[config.mk]
export PLATFORM = sky130hd
export DESIGN_NAME = tetris_input_ctrl
export DESIGN_NICKNAME = d
export VERILOG_FILES = /design/src/rtl/tetris_pkg.sv /design/src/rtl/tetris_input_ctrl.sv
export SDC_FILE = /design/constraint.sdc
export NUM_CORES = 1
export LEC_CHECK = 0
export ABC_AREA = 1
export CAP_MARGIN = 20
export CORE_MARGIN = 8
export CORE_UTILIZATION = 66
export DETAILED_ROUTE_END_ITERATION = 16
export HOLD_SLACK_MARGIN = 0.1
export PLACE_DENSITY = 0.84
export SETUP_SLACK_MARGIN = 0.5
export SLEW_MARGIN = 30
export SYNTH_ARGS = -nofsm -noshare
export SYNTH_HDL_FRONTEND = slang
export SYNTH_SLANG_ARGS = --single-unit
[constraint.sdc]
create_clock -name clk -period 13.6 [get_ports clk]
set_clock_uncertainty 0.2 [all_clocks]
set_input_delay 4.08 -clock clk [delete_from_list [all_inputs] [get_ports clk]]
set_output_delay 4.08 -clock clk [all_outputs]
set_load 0.02 [all_outputs]
[src/rtl/tetris_pkg.sv]
// Command/state encoding shared between the tetris engine and its input front-end.
package tetris_pkg;

    typedef enum logic [3:0] {
        NONE,
        INIT,
        WAIT,
        LEFT,
        RIGHT,
        DOWN,
        DROP,
        ROTATE,
        ROTATE_REV,
        HOLD,
        CLEAR,
        END
    } state_type;

endpackage

[src/rtl/tetris_input_ctrl.sv]
// Button sync/debounce, auto-repeat, gravity ticks and single-cycle command
// arbitration in front of the tetris engine.
module tetris_input_ctrl
    import tetris_pkg::*;
#(
    parameter logic [19:0] DEBOUNCE_CYCLES = 20'd1_000_000,
    parameter logic [24:0] REPEAT_DELAY    = 25'd25_000_000,
    parameter logic [24:0] REPEAT_PERIOD   = 25'd5_000_000,
    parameter logic [26:0] GRAVITY_CYCLES  = 27'd100_000_000,
    parameter logic [26:0] GRAVITY_STEP    = 27'd9_000_000,
    parameter logic [26:0] GRAVITY_MIN     = 27'd10_000_000
) (
    input  logic        clk,
    input  logic        reset_n,
    input  logic [5:0]  btn,
    input  state_type   state,
    input  logic [15:0] score,
    output state_type   ctrl,
    output logic [3:0]  level
);

    logic [5:0]       sync1, sync2, deb, deb_prev;
    logic [5:0][19:0] deb_cnt;
    logic [2:0][24:0] hold_cnt;
    logic [2:0]       rep_fire;
    logic [26:0]      grav_cnt, grav_diff, period;
    logic [30:0]      step_total;
    logic             grav_run, grav_fire, accept, flush;
    logic [5:0]       pending, set_mask, issue_mask;
    state_type        prev_state, win;
    logic             score_unused;

    assign score_unused = ^{score[15:8], score[3:0]};

    // Product is kept wide so an out-of-range level cannot wrap before the compare.
    always_comb begin
        step_total = {27'd0, level} * {4'd0, GRAVITY_STEP};
        grav_diff  = '0;
        period     = GRAVITY_MIN;
        if (step_total < {4'd0, GRAVITY_CYCLES}) begin
            grav_diff = GRAVITY_CYCLES - step_total[26:0];
            if (grav_diff > GRAVITY_MIN) period = grav_diff;
        end
    end

    always_comb begin
        for (int i = 0; i < 3; i++) rep_fire[i] = deb[i] && (hold_cnt[i] == REPEAT_DELAY);
        grav_run  = (state != INIT) && (state != END);
        grav_fire = grav_run && (grav_cnt >= period - 27'd1);
        set_mask  = (deb & ~deb_prev) | {3'b000, rep_fire} | {3'b000, grav_fire, 2'b00};
        flush     = (state == INIT) && (prev_state == END);
        accept    = ((state == WAIT) || (state == INIT) || (state == END)) &&
                    (ctrl == NONE) && (|pending) && !flush;
    end

    always_comb begin
        win        = NONE;
        issue_mask = '0;
        if (accept) begin
            if (pending[3])      begin win = DROP;   issue_mask = 6'b001000; end
            else if (pending[5]) begin win = HOLD;   issue_mask = 6'b100000; end
            else if (pending[4]) begin win = ROTATE; issue_mask = 6'b010000; end
            else if (pending[0]) begin win = LEFT;   issue_mask = 6'b000001; end
            else if (pending[1]) begin win = RIGHT;  issue_mask = 6'b000010; end
            else                 begin win = DOWN;   issue_mask = 6'b000100; end
        end
    end

    always_ff @(posedge clk or negedge reset_n) begin
        if (!reset_n) begin
            sync1    <= '0;
            sync2    <= '0;
            deb      <= '0;
            deb_prev <= '0;
            deb_cnt  <= '0;
        end else begin
            sync1    <= btn;
            sync2    <= sync1;
            deb_prev <= deb;
            for (int i = 0; i < 6; i++) begin
                if (sync2[i] == deb[i]) begin
                    deb_cnt[i] <= '0;
                end else if (deb_cnt[i] == DEBOUNCE_CYCLES - 20'd1) begin
                    deb[i]     <= ~deb[i];
                    deb_cnt[i] <= '0;
                end else begin
                    deb_cnt[i] <= deb_cnt[i] + 20'd1;
                end
            end
        end
    end

    // After a repeat fires the count rewinds so it lands on REPEAT_DELAY again
    // one REPEAT_PERIOD later; this assumes REPEAT_PERIOD <= REPEAT_DELAY.
    always_ff @(posedge clk or negedge reset_n) begin
        if (!reset_n) begin
            hold_cnt <= '0;
        end else begin
            for (int i = 0; i < 3; i++) begin
                if (!deb[i])          hold_cnt[i] <= '0;
                else if (rep_fire[i]) hold_cnt[i] <= REPEAT_DELAY - REPEAT_PERIOD + 25'd1;
                else                  hold_cnt[i] <= hold_cnt[i] + 25'd1;
            end
        end
    end

    always_ff @(posedge clk or negedge reset_n) begin
        if (!reset_n) begin
            grav_cnt   <= '0;
            pending    <= '0;
            ctrl       <= NONE;
            level      <= '0;
            prev_state <= NONE;
        end else begin
            level      <= score[7:4];
            prev_state <= state;
            ctrl       <= win;
            if (!grav_run || win == DOWN || win == DROP || grav_fire) grav_cnt <= '0;
            else                                                      grav_cnt <= grav_cnt + 27'd1;
            // A set in the same edge as an issue of that bit keeps it pending.
            if (flush) pending <= '0;
            else       pending <= (pending & ~issue_mask) | set_mask;
        end
    end

endmodule
==> results.toml <==
[status]
status = "finished clean"

[worst_setup_path]
crit_buf_inv = 7
start_kind = "register"
cp.required_ps = 13830
crit_path_frequent_cell = "nand2_2"
max_stage_delay_ps = 670
regToRegSetupSlack_ps = 6710
crit_fanout = 28
reg2reg_from = "level[0]$_DFF_PN0_"
crit_type = "reg2reg"
cp.arrival_ps = 7120
ff2ff_path_depth = 37
crit_family = "simple AND/OR/NAND/NOR gates"
worst_path_max_delay_cell = "fa_1"
end_kind = "register"
rr_endpoint = "grav_cnt[4]$_DFF_PN0_"

[power]
leakage_nw = 7.05
cellPowerDensity_mw_per_mm2 = 115
vdd_drop_max_mv = 0.156
power_mw = 1.88

[cts]
numCtsBuffers = 27
clk_latency_ps = 550
cts_tree = "built"
clk_pin_slew_ps = 70
post_cts_buffers = 0
clkSinkCount = 264
cts_root_buf = "clkbuf_16"
htree_levels = 1
cts_resized = 0
clk_path_buf_depth = 3
ctsHoldBuffers = 0

[synthesis]
syn-cell-area_sq_mm = 0.0147
synth_cells = 1878
ys_seq_area_frac = 0.449
synthTopCellsByArea = "dfrtp_1 (45%), nand2_1 (8.1%), inv_1 (7.7%)"
synth_cell_type_count = 55
yosysTopAreaCell = "dfrtp_1"
ys_warn_count = 0
ys.flop_type = "dfrtp_1"
syn-num-nets = 1955
synth_edf_count = 0
synth_top_area_share = 0.449
syn_avg_cell_area_sq_um = 7.84
synthArstFlopShare = 1.00
synth.ff_latch_count = 264

[job]
cap_violations = 0

[worst_hold_path]
holdPathEnd = "sync2[2]$_DFF_PN0_"
holdCritStartpoint = "sync1[2]$_DFF_PN0_"
hp-class = "reg2reg"
whs_path_depth = 0

[grt]
grt_usage = 0.234
grt_pass1_vias = 12450
grt_start_max_net_pins = 106
grt_antenna_before_repair = 0
globalRouteOverflowTotal = 0
grt_pass1_wl_um = 54400

[layout]
fin_util = 0.746
fin_nets = 1997
final_common_cell = "nand2_1"
stdcell_count = 2221
fill_cells = 1627
final_area_sq_mm = 0.0163
mostFrequentLayoutCells = "nand2_1 (319), inv_1 (302), dfrtp_1 (264)"
drive_gt1_frac = 0.0634
synthToLayoutAreaGrowth_pct = 10.9
diodes = 0

[sta]
fmax_ghz = 0.145
hold_viol = 0
drv_slew = 0
finalCriticalPeriod_ps = 6890
holdWs_ps = 148
rsz0062_at_grt = "no"
setup_viol = 0
timing.final.ws_setup_ps = 6710
worstMarginPinSlew_ps = 787
fin_crit_sh = 0.507
relSlewSlack = 0.475
final.setup.tns_ps = 0

[die]
pin_count = 36
die-area_sq_mm = 0.0273
start_util = 0.673
die_w_um = 165
fp.dieH_um = 165
num_rows = 54
core_sq_mm = 0.0219

[drt]
dr.first_iter.drc_count = 906
avgViaCountPerCell = 5.68
wl_per_cell_um = 13.9
vias = 12624
drt-total-wl_um = 30900
drc = 0
antenna_left = 0
first_pass_iters = 6

[placement]
pre_cts_ws_ps = 6440
dp.cells = 2171
gp_congestion = 0.867
placed_cell_area_sq_mm = 0.0153
port_buffers = 23
dpl.hpwl_um = 21200
==> kinds of logic (layout without fill, tap and decap cells) <==
group | after synthesis | after routing | synth area share
adders and majority gates | 49 | 49 | 0.0421
AOI/OAI and AO/OA | 202 | 202 | 0.0783
buffers and inverters | 326 | 389 | 0.0846
xor gates and xnor gates | 59 | 59 | 0.0356
DFF | 264 | 264 | 0.449
and+or+nand+nor | 973 | 973 | 0.307
muxes | 5 | 5 | 0.00382
==> flip-flops by register name, indices dropped and copies added, names as in the netlist <==
name,flops
deb_prev,6
grav_cnt,27
prev_state,4
deb_cnt,120
hold_cnt,75
level,4
pending,6
deb,6
sync1,6
sync2,6
ctrl,4
==> where the power goes <==
| part | internal (mW) | switching, mW |
|---|---|---|
| clock network | 0.527 | 0.317 |
| registers | 0.805 | 0.0171 |
| logic | 0.0723 | 0.142 |
==> worst register-to-register path, delay by kind of cell, from the launching register on <==
family,cells,cell delay [ps]
and+or+nand+nor,18,2160
adders and majority gates,4,1410
DFF,1,640
AOI/OAI and AO/OA,7,1270
xor gates and xnor gates,1,150
buffers and inverters,7,960
==> layout make-up <==
| type | instances | area (sq um) | area share |
|---|---|---|---|
| flip-flops and latches | 264 | 6610 | 0.404 |
| well taps | 280 | 350 | 0.0214 |
| clock buffers | 34 | 752 | 0.0460 |
| inverters | 311 | 1170 | 0.0715 |
| repair buffers | 28 | 280 | 0.0172 |
| multi-input cells | 1288 | 6900 | 0.422 |
| clock inverters | 16 | 280 | 0.0172 |
==> how the worst max path moves through the flow <==
stage	cells past startpoint	slack, ps	to	from
after floorplan	11	7410	grav_cnt[15]$_DFF_PN0_	state[3]
after global placement	12	6000	grav_cnt[4]$_DFF_PN0_	state[3]
after detailed placement	12	6440	grav_cnt[4]$_DFF_PN0_	state[3]
after CTS	37	6850	grav_cnt[4]$_DFF_PN0_	level[0]$_DFF_PN0_
after global routing	38	6110	grav_cnt[4]$_DFF_PN0_	level[2]$_DFF_PN0_
final	37	6710	grav_cnt[4]$_DFF_PN0_	level[0]$_DFF_PN0_
==> cell usage after synthesis (all sizes together) (14+ instances only) <==
cell type and number:
a21oi 101, a31oi 22, dfrtp 264, ha 48
inv 310, nand2 330, nand3 115, nand4 63
nor2 270, nor3 109, nor3b 31, nor4 34
o21a 14, o21ai 48, xnor2 18, xor2 41
==> metal layers <==
metal  up-vias  share of wire  track usage
met3        70          0.042       0.0248
met4         0          0.022       0.0621
met2       294           0.50        0.414
li1       6251              -            -
met1      6009           0.44        0.301
met5         -              0            0
Power figures use the tool's default switching activity.
==> RTL edit 1, RTL diff (same settings) <==
Register the output `ctrl` once more; this adds one clock of latency there. The other outputs are not delayed to match.
--- a/src/rtl/tetris_input_ctrl.sv
+++ b/src/rtl/tetris_input_ctrl.sv
@@ -18,6 +18,8 @@
     output state_type   ctrl,
     output logic [3:0]  level
 );
+
+    state_type ctrl_s0;
 
     logic [5:0]       sync1, sync2, deb, deb_prev;
     logic [5:0][19:0] deb_cnt;
@@ -50,7 +52,7 @@
         set_mask  = (deb & ~deb_prev) | {3'b000, rep_fire} | {3'b000, grav_fire, 2'b00};
         flush     = (state == INIT) && (prev_state == END);
         accept    = ((state == WAIT) || (state == INIT) || (state == END)) &&
-                    (ctrl == NONE) && (|pending) && !flush;
+                    (ctrl_s0 == NONE) && (|pending) && !flush;
     end
 
     always_comb begin
@@ -108,13 +110,13 @@
         if (!reset_n) begin
             grav_cnt   <= '0;
             pending    <= '0;
-            ctrl       <= NONE;
+            ctrl_s0    <= NONE;
             level      <= '0;
             prev_state <= NONE;
         end else begin
             level      <= score[7:4];
             prev_state <= state;
-            ctrl       <= win;
+            ctrl_s0    <= win;
             if (!grav_run || win == DOWN || win == DROP || grav_fire) grav_cnt <= '0;
             else                                                      grav_cnt <= grav_cnt + 27'd1;
             // A set in the same edge as an issue of that bit keeps it pending.
@@ -123,4 +125,8 @@
         end
     end
 
+    always_ff @(posedge clk) begin
+        ctrl <= ctrl_s0;
+    end
+
 endmodule
Behaviour: no difference found for any inputs over 10 cycles, from zero or initial values and one cycle with reset_n low; that may be too few to reach the edited logic, so the function may still have changed.
==> RTL edit 1 against the original RTL <==
Cell count increased by 0.63%. Synthesized area is 0.54% higher. Sequential cell count rose by 4. Total power is 3.6% lower. Die area rose by 0.50%. Setup slack lost 13 ps. Wire length shrank 3.6%. Final area barely moved. Global-route usage is 1.9 points lower. Largest cell class unchanged.
==> RTL edit 1: results <==
[synthesis]
synth_area_leaders = dfrtp_1 45%, nand2_1 8.1%, inv_1 7.7%
synthXorXnorAreaFrac_pct = 3.54
synth_cell_types = 56
async_reset_ff_share_pct = 98.5
syn_nets = 1959
synth_mux_area_share_pct = 0.380

[global_route]
grt_pass1_wl_um = 52600
track_usage_pct = 21.5

[cells_and_area]
nFillCells = 1642
nNetsFinal = 2005
multi_input_area_sq_um = 6880
drive_gt1_share_pct = 6.10
clkbuf_count = 41
layout.cells.non_filler = 2235
clockNetworkAreaShare_pct = 5.69

[min_path]
worstHoldStart = sync1[3]

[critical_path]
crit_slowest_cell = dfrtp_1
r2r_end = pending[2]
r2r_cells = 32
r2r-start = level[2]

[timing]
worst_pin_slew_ps = 839
hold_slack_ps = 153

[drt]
post_drt_wl_per_cell_um = 13.3
drtIter0Drc = 894
vias = 12500

[clocking]
numCtsBuffers = 28
cts_sinks = 268

[status]
run_status = completed
[RTL edit 1: metrics by stage]
| step | setup slack, ps | cell area [sq um] |
|---|---|---|
| 3_5_place_dp | 6850 | 15400 |
| 3_3_place_gp | 6980 | 15400 |
| 5_1_grt | 6030 | 16300 |
| 4_1_cts | 6790 | 16300 |
| 2_1_floorplan | 7410 | 14800 |
| 6_report | 6700 | 16300 |
[RTL edit 1: power groups by stage]
stage / logic, mW / clock network (mW) / registers, mW
5_1_grt: 0.245 / 0.810 / 0.839
3_5_place_dp: 0.211 / 0 / 0.850
4_1_cts: 0.213 / 0.779 / 0.836
3_3_place_gp: 0.205 / 0 / 0.849
6_report: 0.213 / 0.764 / 0.836
2_1_floorplan: 0.153 / 0 / 0.848
[RTL edit 1: routing by layer]
| layer | GRT usage [%] | part of all wire, % | vias to the layer above |
|---|---|---|---|
| li1 | - | - | 6272 |
| met1 | 27.0 | 45 | 5895 |
| met2 | 38.5 | 49 | 262 |
| met3 | 2.58 | 4.1 | 52 |
| met4 | 5.72 | 1.9 | 0 |
| met5 | 0 | 0 | - |
[RTL edit 1: worst max-delay path: cells and delay by family, from the launching register on]
family	cells	cell delay, ps
AND/OR/NAND/NOR	17	2090
flip-flops	1	690
AO/OA/AOI/OAI	4	1330
buffers and inverters	6	920
XOR/XNOR	1	150
adder cells (fa/ha/maj)	4	1450
[RTL edit 1: worst max path at each step]
stage             start  depth (start not counted)  slack [ps]      endpoint
3_3_place_gp   state[3]                         12        6980  grav_cnt[20]
4_1_cts        level[2]                         38        6790    pending[2]
6_report       level[2]                         32        6700    pending[2]
3_5_place_dp   level[2]                         36        6850   grav_cnt[4]
5_1_grt        level[2]                         34        6030    pending[2]
2_1_floorplan  state[3]                         11        7410  grav_cnt[15]
==> RTL edit 2, RTL diff (same settings) <==
Made on the original files. The parameter `REPEAT_PERIOD` goes from 25'd5_000_000 to 25'd2500000.
--- a/src/rtl/tetris_input_ctrl.sv
+++ b/src/rtl/tetris_input_ctrl.sv
@@ -5,7 +5,7 @@
 #(
     parameter logic [19:0] DEBOUNCE_CYCLES = 20'd1_000_000,
     parameter logic [24:0] REPEAT_DELAY    = 25'd25_000_000,
-    parameter logic [24:0] REPEAT_PERIOD   = 25'd5_000_000,
+    parameter logic [24:0] REPEAT_PERIOD   = 25'd2500000,
     parameter logic [26:0] GRAVITY_CYCLES  = 27'd100_000_000,
     parameter logic [26:0] GRAVITY_STEP    = 27'd9_000_000,
     parameter logic [26:0] GRAVITY_MIN     = 27'd10_000_000
Behaviour: no difference found for any inputs over 10 cycles, from zero or initial values and one cycle with reset_n low; that may be too few to reach the edited logic, so the function may still have changed.
==> RTL edit 2 against the original RTL <==
Total power decreased by 2.3%. Clock power decreased by 8.5%. Setup slack got worse by 160 ps. Die area increased by 1.6%. First-iteration DRC count increased by 15%. Critical path depth decreased by 1. Via count increased by 0.43%. Synthesized area increased by 1.8%. Wire length decreased by 0.93%. Combinational power increased by 12%. Count of clock-buffer cells in the layout increased by 5. Sequential cell count unchanged. Final area increased by 1.2%. Largest cell class unchanged. Largest power group is now registers.
==> RTL edit 2: results <==
[synthesis]
synth-compound-area-share_pct = 8.53
synthAdderAreaFrac_pct = 4.14
synthTopCellsByCount = 326 x nand2_1, 304 x inv_1, 264 x dfrtp_1
avgSynthCellArea_sq_um = 7.78
synth_cell_types = 57
syn_nets = 2004
ys_seq_area_share_pct = 44.1
synth_area_leaders = dfrtp_1 44%, nand2_1 8.2%, inv_1 7.6%

[drt]
dr.pass1.iters = 7
vias = 12700
wl_met1_um = 13800
met2_length_um = 15000
drtIter0Drc = 1039
post_drt_wl_per_cell_um = 13.5
wl_met3_um = 1190

[global_route]
grt_pass1_wl_um = 53800
first_global_vias = 12400
met1_usage_pct = 28.5
grtUsageMet2_pct = 38.7
grt_max_degree = 189
track_usage_pct = 22.0

[place]
dpl.cell_count = 2221
dp_slack_ps = 6510
post-dp-hpwl_um = 21100
place_area_sq_um = 15500
gp_congestion = 0.896

[timing]
hold_slack_ps = 142
max_slew_margin_pct = 45.8

[pwr]
leakagePower_nw = 7.26
irDropWorstVdd_mv = 0.100

[status]
run_status = completed

[critical_path]
regToRegSetupSlack_ps = 6550
r2r_cells = 36
critPathMaxStageDelay_ps = 630
path_max_fanout = 27

[cells_and_area]
drive_gt1_share_pct = 7.14

[clocking]
numCtsBuffers = 28
==> RTL edit 2: cell types whose count changed after synthesis, moves of 4 or more <==
cell | unedited run | this run
nor3_1 | 104 | 91
nand4_1 | 63 | 57
nand2_1 | 319 | 326
nor3b_1 | 30 | 21
inv_2 | 8 | 14
xor2_1 | 40 | 45
nand3_1 | 110 | 126
a31oi_1 | 22 | 17
o21ai_0 | 42 | 48
o21a_1 | 14 | 18
or2_2 | 6 | 13
a21oi_1 | 100 | 120
nor2_1 | 252 | 247
==> RTL edit 2: area by class of cell <==
class | count | area (sq um)
Clock buffer | 39 | 812
Clock inverter | 13 | 144
Fill cell | 1674 | 5980
Inverter | 320 | 1200
Multi-Input combinational cell | 1326 | 7110
Sequential cell | 264 | 6610
Tap cell | 285 | 357
Timing Repair Buffer | 27 | 298
==> RTL edit 2: power by group <==
group          internal (mW)  switching, mW  total [mW]
combinational         0.0827          0.157       0.240
sequential             0.808         0.0175       0.825
clock                  0.457          0.315       0.772
